### src/rtl/xbar_sched_4x4.sv
// xbar_sched_4x4: buffered, arbitrated front end for a 4x4 crossbar.
// Each input holds one word in a single-entry slot tagged with a destination.
// Every output has its own round-robin arbiter and a registered valid/ready port.
// Optional build macro XBAR_STATS_EN adds an 8-bit saturating conflict counter.
module xbar_sched_4x4 #(
   parameter int DATA_W = 4
) (
   input  logic                  clk,
   input  logic                  rst_n,
   input  logic [3:0]            in_valid,
   output logic [3:0]            in_ready,
   input  logic [4*DATA_W-1:0]   in_data,
   input  logic [7:0]            in_dst,
   output logic [3:0]            out_valid,
   input  logic [3:0]            out_ready,
   output logic [4*DATA_W-1:0]   out_data,
   output logic [7:0]            out_src
`ifdef XBAR_STATS_EN
   ,
   output logic [7:0]            conflict_cnt
`endif
);

   // Input slot state
   logic [3:0]        slot_full_r;
   logic [DATA_W-1:0] slot_data_r [4];
   logic [1:0]        slot_dst_r  [4];

   // Output port and arbiter state
   logic [3:0]          out_valid_r;
   logic [4*DATA_W-1:0] out_data_r;
   logic [7:0]          out_src_r;
   logic [1:0]          rr_r [4];

   // Arbitration results for the current cycle
   logic [3:0] free_s;
   logic [3:0] cand_s    [4];
   logic [3:0] win_vld_s;
   logic [1:0] win_idx_s [4];
   logic [3:0] fire_s;
   logic [3:0] grant_s;
   logic [1:0] scan_idx_s;

   // in_ready is a plain inversion of slot state, so it never depends on out_ready
   assign in_ready  = ~slot_full_r;
   assign out_valid = out_valid_r;
   assign out_data  = out_data_r;
   assign out_src   = out_src_r;

   // Per-output candidate detection and round-robin winner selection
   always_comb begin
      free_s     = ~out_valid_r | out_ready;
      win_vld_s  = 4'b0000;
      fire_s     = 4'b0000;
      scan_idx_s = 2'd0;
      for (int j = 0; j < 4; j++) begin
         cand_s[j]    = 4'b0000;
         win_idx_s[j] = 2'd0;
         for (int i = 0; i < 4; i++) begin
            cand_s[j][i] = slot_full_r[i] & (slot_dst_r[i] == 2'(j));
         end
         // Scan upward from the pointer; the first hit wins
         for (int k = 0; k < 4; k++) begin
            scan_idx_s = rr_r[j] + 2'(k);
            if (!win_vld_s[j] && cand_s[j][scan_idx_s]) begin
               win_vld_s[j] = 1'b1;
               win_idx_s[j] = scan_idx_s;
            end else begin
               win_idx_s[j] = win_idx_s[j];
            end
         end
         fire_s[j] = free_s[j] & win_vld_s[j];
      end
   end

   // Map output grants back to the input slots they drain
   always_comb begin
      grant_s = 4'b0000;
      for (int i = 0; i < 4; i++) begin
         for (int j = 0; j < 4; j++) begin
            if (fire_s[j] && (win_idx_s[j] == 2'(i))) begin
               grant_s[i] = 1'b1;
            end else begin
               grant_s[i] = grant_s[i];
            end
         end
      end
   end

   // Input slots: drain on grant, fill on handshake (never both, since in_ready=~full)
   always_ff @(posedge clk or negedge rst_n) begin
      if (!rst_n) begin
         slot_full_r <= 4'b0000;
         for (int i = 0; i < 4; i++) begin
            slot_data_r[i] <= {DATA_W{1'b0}};
            slot_dst_r[i]  <= 2'd0;
         end
      end else begin
         for (int i = 0; i < 4; i++) begin
            if (grant_s[i]) begin
               slot_full_r[i] <= 1'b0;
            end else if (in_valid[i] && !slot_full_r[i]) begin
               slot_full_r[i] <= 1'b1;
               slot_data_r[i] <= in_data[i*DATA_W +: DATA_W];
               slot_dst_r[i]  <= in_dst[2*i +: 2];
            end else begin
               slot_full_r[i] <= slot_full_r[i];
            end
         end
      end
   end

   // Output registers and round-robin pointers; stalled outputs hold everything
   always_ff @(posedge clk or negedge rst_n) begin
      if (!rst_n) begin
         out_valid_r <= 4'b0000;
         out_data_r  <= {(4*DATA_W){1'b0}};
         out_src_r   <= 8'd0;
         for (int j = 0; j < 4; j++) begin
            rr_r[j] <= 2'd0;
         end
      end else begin
         for (int j = 0; j < 4; j++) begin
            if (fire_s[j]) begin
               out_valid_r[j]                  <= 1'b1;
               out_data_r[j*DATA_W +: DATA_W]  <= slot_data_r[win_idx_s[j]];
               out_src_r[2*j +: 2]             <= win_idx_s[j];
               rr_r[j]                         <= win_idx_s[j] + 2'd1;
            end else if (free_s[j]) begin
               out_valid_r[j] <= 1'b0;
            end else begin
               out_valid_r[j] <= out_valid_r[j];
            end
         end
      end
   end

`ifdef XBAR_STATS_EN
   logic       conflict_s;
   logic [7:0] conflict_cnt_r;

   assign conflict_cnt = conflict_cnt_r;

   // A conflict is a free output facing two or more candidates
   always_comb begin
      conflict_s = 1'b0;
      for (int j = 0; j < 4; j++) begin
         if (free_s[j] && ((cand_s[j] & (cand_s[j] - 4'd1)) != 4'b0000)) begin
            conflict_s = 1'b1;
         end else begin
            conflict_s = conflict_s;
         end
      end
   end

   // Saturating conflict counter, cleared only by reset
   always_ff @(posedge clk or negedge rst_n) begin
      if (!rst_n) begin
         conflict_cnt_r <= 8'd0;
      end else if (conflict_s && (conflict_cnt_r != 8'hFF)) begin
         conflict_cnt_r <= conflict_cnt_r + 8'd1;
      end else begin
         conflict_cnt_r <= conflict_cnt_r;
      end
   end
`endif

endmodule

### config.mk
export PLATFORM = sky130hd
export DESIGN_NAME = xbar_sched_4x4
export DESIGN_NICKNAME = d
export VERILOG_FILES = /design/src/rtl/xbar_sched_4x4.sv
export SDC_FILE = /design/constraint.sdc
export NUM_CORES = 1
export LEC_CHECK = 0
export ABC_AREA = 1
export BUFFER_PORTS_ARGS = -buffer_cell sky130_fd_sc_hd__buf_2
export CORE_UTILIZATION = 45
export CTS_BUF_LIST = sky130_fd_sc_hd__clkbuf_8
export DETAILED_ROUTE_END_ITERATION = 8
export PLACE_DENSITY_LB_ADDON = 0.15
export SYNTH_ARGS = -nofsm -noshare
export SYNTH_HDL_FRONTEND = slang
export SYNTH_SLANG_ARGS = --single-unit
export TNS_END_PERCENT = 10
### constraint.sdc
create_clock -name clk -period 5.2 [get_ports clk]
set_input_delay 1.3 -clock clk [delete_from_list [all_inputs] [get_ports clk]]
set_output_delay 1.3 -clock clk [all_outputs]
set_load 0.1 [all_outputs]
==> results of run 1 <==
==> per-layer routing <==
layer	GRT usage, %	vias to the layer above
met2	42.3	150
met4	8.78	0
met1	33.7	2196
li1	-	2308
met5	0	-
met3	2.94	18
==> state kept, by name, summed over array words and instances, names as in the netlist <==
register / count
rr_r: 8
slot_full_r: 4
slot_data_r: 16
out_data: 16
out_valid: 4
slot_dst_r: 8
out_src: 8
==> cell families (layout without fill, tap and decap cells) <==
group	after synthesis	in the layout	synth area share, %
buf+inv	83	149	8.11
fa+ha+maj	8	8	2.13
flops	64	64	34.0
simple gates	453	453	48.4
compound gates	46	46	6.25
xor+xnor	4	4	1.06
==> per-stage QoR <==
step	instance area, µm²	std cells	util, %
floorplan	4710	658	-
CTS	5300	857	53.2
finish	5300	857	53.2
global route	5300	857	53.2
global placement	5080	842	51.1
detailed placement	5080	842	51.1
==> worst register-to-register path, stage by stage (launching register included) <==
cell,delay (ns)
dfrtp_1,0.59
inv_2,0.15
o21ai_1,0.20
nand2_1,0.07
nand2_1,0.14
inv_1,0.07
nand2_2,0.10
nand4_4,0.20
nand2_2,0.27
inv_1,0.13
ha_1,0.20
nand3_1,0.09
nand2_1,0.07
clkinv_2,0.07
nand2_2,0.06
nor2_4,0.20
nand3_1,0.11
nand2_1,0.09
==> placed cells by master, fill, tap and decap left out, drive strengths merged <==
cell / count
o21ai: 20
nand4: 44
nor2: 45
ha: 8
xor2: 2
buf: 66
clkinvlp: 3
clkbuf: 9
o21bai: 1
a21oi: 11
inv: 68
nand3b: 2
o21a: 3
dfrtp: 64
nand2: 251
bufinv: 2
nand3: 111
a21boi: 2
o211ai: 9
clkinv: 1
xnor2: 2
==> final cells by class <==
class / count / area share, %
Clock inverter: 6 / 1.63
Multi-Input combinational cell: 511 / 51.4
Inverter: 68 / 4.94
Timing Repair Buffer: 66 / 6.29
Sequential cell: 64 / 30.2
Clock buffer: 9 / 2.34
Tap cell: 133 / 3.14
==> worst paths after layout <==
| kind | startpoint | end | slack (ns) | cells after the start |
|---|---|---|---|---|
| max in group asynchronous | rst_n | slot_dst_r[3]$_DFFE_PN0P_ | 3.19 | 2 |
| max reg2reg | rr_r[2]$_DFFE_PN0P_ | slot_data_r[7]$_DFFE_PN0P_ | 2.31 | 17 |
| max | rr_r[2]$_DFFE_PN0P_ | slot_data_r[7]$_DFFE_PN0P_ | 2.31 | 17 |
| min in group asynchronous | rst_n | out_valid[1]$_DFFE_PN0P_ | 1.13 | 1 |
| min reg2reg | out_data[6]$_DFFE_PN0P_ | out_data[6]$_DFFE_PN0P_ | 0.48 | 2 |
| min | out_data[6]$_DFFE_PN0P_ | out_data[6]$_DFFE_PN0P_ | 0.48 | 2 |
==> run_results.csv, run 1 <==
group,metric,value,unit
drt,drc,0,
drt,dr.max_layer_used,"met4",
timing,slew_headroom,31.7,%
die,ios,66,
logic_synthesis,yosysMostFrequentCell,"nand2_1",
placed_design,port_buffers,65,
die,rows,36,
drt,met1_length,6.08,mm
finish,regArea,1600,µm²
critical_path,slowest_delay,0.59,ns
global_routing,grt_first_pass_wirelength,21.7,mm
logic_synthesis,synthCells,658,
die,initial_core_util,47.3,%
timing,whs,0.480,ns
finish,diodes,0,
timing,worst_pin_slew,1.03,ns
placed_design,dp.final_hpwl,10.3,mm
placed_design,dp_slack,2.35,ns
critical_path,critical_path_class,"flop to flop",
critical_path,crit_buf_inv,4,
drt,wirelength,13.1,mm
finish,nets,762,
drt,drt_iter0_drc,256,
outcome,status,"finished, final reports clean",
timing,fmax,345,MHz
clock_tree,cts_tree,"done",
drt,vias_per_cell,5.45,
logic_synthesis,netlist.area_leader.share,34.0,%
clock_tree,htree_levels,3,
logic_synthesis,synth_commonest_cells,"227 x nand2_1, 102 x nand3_1, 64 x dfrtp_1",
logic_synthesis,synth_seq_cells,64,
timing,rsz0062_at_grt,"false",
timing,period_needed,2.89,ns
logic_synthesis,ys_top_cells_by_area,"dfrtp_1 34%, nand2_1 18%, nand3_1 11%",
clock_tree,clockBufferDepth,2,
logic_synthesis,async_reset_ff_share,100,%
critical_path,crit_slowest_cell,"dfrtp_1",
die,core-area,9950,µm²
timing,maxSlewViolCount,0,
logic_synthesis,syn-num-nets,700,
finish,multi_input_area,2720,µm²
timing,setup_slack,2.31,ns
clock_tree,clock_latency,0.35,ns
global_routing,antenna_found_initial,0,
timing,clock-skew-final,0.0159,ns
critical_path,path_cells,"inv_2 > o21ai_1 > nand2_1 > nand2_1 > inv_1 > nand2_2 > nand4_4 > nand2_2 > inv_1 > ha_1 > nand3_1 > nand2_1 > clkinv_2 > nand2_2 > nor2_4 > nand3_1 > nand2_1",
clock_tree,postCtsSetupBuffers,0,
die,die_x,104,µm
critical_path,crit_arrival,3.18,ns
drt,wl_met3,617,µm
drt,vias,4672,
flow_run,max-cap-violations,0,
critical_path,cp_common_cell,"nand2_1",
critical_path,crit_path_end_kind,"flop",
finish,drive_above_1_share,21.3,%
critical_path,cp_max_fo,12,
global_routing,grt_pass1_vias,4421,
clock_tree,cts_sinks,64,
global_routing,grt_max_degree,45,
global_routing,grt_use_total,25.3,%
clock_tree,clk_pin_slew,0.08,ns
placed_design,place.gp.congestion,0.904,
critical_path,crit_family,"simple AND/OR/NAND/NOR gates",
critical_path,cp.required,5.49,ns
die,chipHeight,104,µm
drt,dr.pass1.iters,5,
logic_synthesis,ys_warn_count,0,
logic_synthesis,synth_cell_type_count,36,
logic_synthesis,ys.flop_type,"dfrtp_1",
drt,met2_length,6.18,mm
clock_tree,numCtsBuffers,9,
logic_synthesis,syn_avg_cell_area,7.15,µm²
drt,postRouteAntennaNets,0,
finish,n_fill_cell,1021,
timing,hold_viol_final,0,
clock_tree,cts_root_buffer,"clkbuf_8",
global_routing,grt_overflow,0,
clock_tree,cts_resized,0,
timing,fin_crit_sh,55.7,%
die,fp.dieArea,10900,µm²
clock_tree,cts_hold_buffers,0,
min_path,hold_path_class,"flop to flop",
logic_synthesis,synth_seq_area_share,34.0,%
drt,wire_per_inst,15.3,µm
critical_path,cp-start-kind,"flop",
logic_synthesis,yosys.area.top_type,"dfrtp_1",
timing,setup_tns,0,ns
finish,area.growth.synth_to_final,12.5,%
logic_synthesis,syn_area,4710,µm²
logic_synthesis,synth-edff-count,0,
timing,setup_viol,0,
Power of run 1 is not shown: default switching activity piles up to over one toggle a cycle in this logic, so the estimate is an artifact.
==> run 2, diff against run 1 <==
==> constraint.sdc (replaced) <==
create_clock -name clk -period 2.4 [get_ports clk]
set_input_delay 0.6 -clock clk [delete_from_list [all_inputs] [get_ports clk]]
set_output_delay 0.6 -clock clk [all_outputs]
set_load 0.1 [all_outputs]
==> run 2 against run 1 <==
The flow now finishes with violations (setup timing). Global-route usage increased by 2.2 points. Clock-buffer cell count increased by 1. Design area increased by 19%.
==> run_results.csv, run 2 (synthesis results as in run 1) <==
group,metric,value,unit
outcome,status,"complete, but fails checks",
outcome,failed_checks,"setup timing",
die,fp.dieArea,10900,µm²
clock_tree,clk_pin_slew,0.07,ns
finish,nets,836,
placed_design,port_buffers,65,
timing,worst_pin_slew,0.724,ns
timing,clock-skew-final,0.00620,ns
critical_path,r2r-start,"rr_r[2]$_DFFE_PN0P_",
drt,vias,5070,
placed_design,dpl.cell_count,890,
finish,postLayoutCoreUtil,63.5,%
drt,postRouteAntennaNets,0,
critical_path,crit_arrival,2.72,ns
die,ios,66,
critical_path,reg2regPathDepth,17,
global_routing,grt_overflow,0,
clock_tree,numCtsBuffers,9,
timing,hold_viol_final,0,
drt,drt_iter0_drc,333,
global_routing,grt_pass1_vias,4913,
finish,final_cells,931,
timing,period_needed,2.43,ns
drt,vias_per_cell,5.45,
global_routing,grt_first_pass_wirelength,23.6,mm
critical_path,cp.required,2.69,ns
die,chipHeight,104,µm
global_routing,grt_use_total,27.5,%
die,die_x,104,µm
critical_path,r2r_slack,-0.03,ns
die,core-area,9950,µm²
placed_design,placed_area,5470,µm²
finish,drive_above_1_share,38.1,%
clock_tree,cts_hold_buffers,0,
clock_tree,cts_root_buffer,"clkbuf_8",
finish,area.growth.synth_to_final,34.4,%
finish,design_area,6330,µm²
critical_path,r2r-end,"slot_data_r[6]$_DFFE_PN0P_",
clock_tree,cts_sinks,64,
critical_path,cp_max_fo,7,
timing,fmax,411,MHz
flow_run,max-cap-violations,0,
critical_path,crit_path_end_kind,"flop",
timing,maxSlewViolCount,0,
critical_path,crit_family,"simple AND/OR/NAND/NOR gates",
critical_path,crit_slowest_cell,"dfrtp_2",
drt,dr.pass1.iters,5,
die,initial_core_util,47.3,%
die,rows,36,
timing,setup_viol,19,
timing,slew_headroom,51.7,%
clock_tree,cts_tree,"done",
clock_tree,clockBufferDepth,2,
placed_design,dp.final_hpwl,10.7,mm
timing,setup_slack,-0.0321,ns
clock_tree,clock_latency,0.35,ns
timing,rsz0062_at_grt,"true",
drt,wire_per_inst,15.8,µm
finish,diodes,0,
placed_design,dp_slack,-0.137,ns
critical_path,path_cells,"inv_4 > nand2_2 > nand2_2 > o21ai_4 > inv_2 > a21oi_4 > nand3_2 > nand2_4 > nand2_4 > ha_4 > nand3_2 > nand2_2 > clkinv_4 > nand2_4 > nor2_4 > nand3_1 > nand2_1",
placed_design,place.gp.congestion,0.889,
critical_path,slowest_delay,0.52,ns
global_routing,antenna_found_initial,0,
drt,drc,0,
finish,final_cell_mix,"200 x nand2_1, 80 x nand3_1, 65 x buf_2",
global_routing,grt_max_degree,29,
finish,layout_commonest_cell,"nand2_1",
critical_path,crit_buf_inv,3,
timing,fin_crit_sh,101,%
critical_path,critical_path_class,"flop to flop",
clock_tree,htree_levels,3,
critical_path,cp-start-kind,"flop",
min_path,hold_path_class,"primary input to asynchronous set/reset pin",
drt,wirelength,14.7,mm
[run 2: area by class of cell]
class / count / area, µm²
flip-flops and latches: 64 / 1600
inverters: 68 / 277
fillers: 884 / 3630
clock inverters: 5 / 48.8
repair buffers: 139 / 960
multi-input cells: 512 / 3130
well taps: 133 / 166
clock buffers: 10 / 138
[run 2: repair_timing]
item,CTS,global route
gates cloned,0,1
resized for setup,66,51
setup buffers,14,13
endpoints found under the setup margin,28,39
endpoints found under the hold margin,0,0
pin swaps,36,41
[run 2: layer usage]
layer  vias up  track usage, %  wire, µm
li1       2462               -         -
met5         -               0         0
met2       179            46.9      7210
met3        39            4.26       766
met4         0            10.2       366
met1      2390            34.9      6380
[run 2: stage by stage]
step                setup TNS [ns]  hold slack (ns)
detailed placement           -2.70            0.465
floorplan                        0            0.304
CTS                              0            0.310
finish                      -0.410            0.304
global placement             -1.79            0.462
global route                 -4.79            0.346
[run 2: worst max path at each step]
stage                                    start                           to  cells after the start
global placement           rr_r[2]$_DFFE_PN0P_   slot_data_r[9]$_DFFE_PN0P_                     17
floorplan           slot_full_r[2]$_DFFE_PN0P_  slot_data_r[12]$_DFFE_PN0P_                     19
finish                     rr_r[2]$_DFFE_PN0P_   slot_data_r[6]$_DFFE_PN0P_                     17
global route         slot_dst_r[3]$_DFFE_PN0P_   slot_data_r[8]$_DFFE_PN0P_                     20
CTS                 slot_full_r[2]$_DFFE_PN0P_   slot_data_r[4]$_DFFE_PN0P_                     17
detailed placement  slot_full_r[2]$_DFFE_PN0P_   slot_data_r[9]$_DFFE_PN0P_                     19
[run 2: worst register-to-register path, delay by kind of cell, from the launching register on]
family / cells / cell delay [ns]
flip-flops: 1 / 0.52
AO/OA/AOI/OAI: 2 / 0.40
buffers and inverters: 3 / 0.25
AND/OR/NAND/NOR: 11 / 1.03
adder cells (fa/ha/maj): 1 / 0.16
Power of run 2 is left out for the same reason.
==> run 3, diff against run 2 <==
--- a/config.mk
+++ b/config.mk
@@ -7,8 +7,9 @@
 export LEC_CHECK = 0
 export ABC_AREA = 1
 export BUFFER_PORTS_ARGS = -buffer_cell sky130_fd_sc_hd__buf_2
-export CORE_UTILIZATION = 45
+export CORE_UTILIZATION = 54
 export CTS_BUF_LIST = sky130_fd_sc_hd__clkbuf_8
+export CTS_CLUSTER_DIAMETER = 60
 export DETAILED_ROUTE_END_ITERATION = 8
 export PLACE_DENSITY_LB_ADDON = 0.15
 export SYNTH_ARGS = -nofsm -noshare
==> run 3 against run 2 <==
The flow still finishes with violations (setup timing). Cell count shrank 4.0%. Register-to-register slack lost 0.12 ns. Clock skew grew 0.0063 ns. Design area shrank 1.5%. Setup slack lost 0.12 ns. Routed wire length grew 3.5%. Largest cell class unchanged.
==> run_results.csv, run 3 (synthesis results as in run 1) <==
group,metric,value,unit
outcome,status,"complete, but fails checks",
outcome,failed_checks,"setup timing",
clock_tree,cts_sinks,64,
drt,dr.pass1.iters,5,
timing,maxSlewViolCount,0,
timing,slew_headroom,61.9,%
die,rows,33,
die,chipHeight,95.4,µm
placed_design,port_buffers,65,
die,fp.dieArea,9090,µm²
timing,period_needed,2.55,ns
timing,setup_viol,28,
placed_design,dp_slack,-0.123,ns
min_path,hold_path_class,"primary input to asynchronous set/reset pin",
finish,diodes,0,
timing,fin_crit_sh,106,%
finish,drive_above_1_share,37.5,%
global_routing,grt_first_pass_wirelength,22.5,mm
timing,setup_tns,-2.60,ns
clock_tree,numCtsBuffers,9,
drt,drt_iter0_drc,363,
critical_path,r2r-start,"rr_r[0]$_DFFE_PN0P_",
global_routing,grt_use_total,32.6,%
critical_path,crit_arrival,2.84,ns
clock_tree,clk_pin_slew,0.08,ns
critical_path,cp-endpoint,"slot_dst_r[2]$_DFFE_PN0P_",
clock_tree,clockBufferDepth,2,
critical_path,r2r-end,"slot_dst_r[2]$_DFFE_PN0P_",
global_routing,antenna_found_initial,0,
finish,nets,826,
die,ios,66,
critical_path,cp.required,2.68,ns
placed_design,place.gp.congestion,0.955,
finish,area.growth.synth_to_final,32.4,%
critical_path,critical_path_class,"flop to flop",
flow_run,max-cap-violations,0,
drt,vias,5143,
critical_path,crit_path_end_kind,"flop",
timing,rsz0062_at_grt,"true",
timing,whs,0.226,ns
timing,worst_pin_slew,0.570,ns
critical_path,cp-start-kind,"flop",
critical_path,cp_max_fo,7,
timing,hold_viol_final,0,
global_routing,grt_overflow,0,
drt,vias_per_cell,5.75,
die,core-area,8340,µm²
timing,fmax,391,MHz
drt,wirelength,15.2,mm
timing,clock-skew-final,0.0125,ns
global_routing,grt_pass1_vias,4754,
drt,postRouteAntennaNets,0,
timing,setup_slack,-0.155,ns
clock_tree,htree_levels,3,
die,initial_core_util,56.4,%
critical_path,r2r_slack,-0.15,ns
critical_path,reg2regPathDepth,19,
drt,wire_per_inst,17.0,µm
drt,drc,0,
clock_tree,clock_latency,0.35,ns
global_routing,grt_max_degree,46,
placed_design,dp.final_hpwl,10.2,mm
clock_tree,cts_root_buffer,"clkbuf_8",
clock_tree,cts_tree,"done",
die,die_x,95.4,µm
critical_path,startpoint,"rr_r[0]$_DFFE_PN0P_",
finish,layout_commonest_cell,"nand2_1",
finish,final_cell_mix,"203 x nand2_1, 81 x nand3_1, 65 x buf_2",
## run 3: changes by cell type in the layout (fill, tap and decap cells not counted), moves of 3 or more
cell,change
dfrtp_1,-6
dfrtp_2,+6
buf_6,-5
nand2_2,-4
buf_4,-3
clkinv_2,-3
inv_1,-3
inv_2,+3
nand2_1,+3
nor2_1,+3
nor2_2,-3
## run 3: worst max-delay path, stage by stage, from the launching register on
cell     delay [ns]
dfrtp_2        0.50
xnor2_4        0.27
nand3_2        0.13
o21ai_4        0.10
nor2_4         0.07
nand2_2        0.10
nand3_2        0.09
nand2_1        0.09
nand2_1        0.07
nand2_2        0.08
inv_2          0.06
ha_2           0.17
nand3_1        0.10
nand2_2        0.10
inv_4          0.09
nand2_4        0.05
nor2_4         0.12
buf_12         0.14
nand3_2        0.06
nand2_1        0.07
## run 3: routing by layer
| metal | vias to the layer above | global-route usage (%) | wire length (µm) |
|---|---|---|---|
| met5 | - | 0 | 0 |
| met4 | 0 | 12.2 | 612 |
| met3 | 56 | 5.50 | 977 |
| met2 | 246 | 54.0 | 7380 |
| met1 | 2396 | 42.5 | 6260 |
| li1 | 2445 | - | - |
## run 3: worst min path at each step
stage	startpoint	to	slack [ns]	cells past startpoint
CTS	rst_n	out_valid[3]$_DFFE_PN0P_	0.25	1
finish	rst_n	out_valid[0]$_DFFE_PN0P_	0.23	1
global route	rst_n	out_src[4]$_DFFE_PN0P_	0.24	1
detailed placement	out_data[4]$_DFFE_PN0P_	out_data[4]$_DFFE_PN0P_	0.46	2
global placement	out_data[15]$_DFFE_PN0P_	out_data[15]$_DFFE_PN0P_	0.46	2
floorplan	rst_n	out_data[0]$_DFFE_PN0N_	0.30	0
## run 3: timing repair
item                       4_1_cts  5_1_grt
setup buffers                   12       11
hold buffers                     0        0
setup endpoints to repair       28       35
pin swaps                       16       43
gates resized for setup         36       75
## run 3: cell type report
type | count | area (µm²)
clock inverters | 6 | 115
repair buffers | 130 | 861
flip-flops and latches | 64 | 1610
well taps | 105 | 131
inverters | 68 | 270
clock buffers | 10 | 138
fillers | 629 | 2110
multi-input cells | 511 | 3100
## run 3: stage by stage
| stage | utilization [%] | area [µm²] | std cells |
|---|---|---|---|
| 6_report | 74.7 | 6230 | 894 |
| 5_1_grt | 74.7 | 6230 | 894 |
| 4_1_cts | 70.1 | 5850 | 883 |
| 3_5_place_dp | 64.5 | 5380 | 856 |
| 3_3_place_gp | 64.5 | 5380 | 856 |
| 2_1_floorplan | - | 4710 | 658 |
Power of run 3 is left out for the same reason.
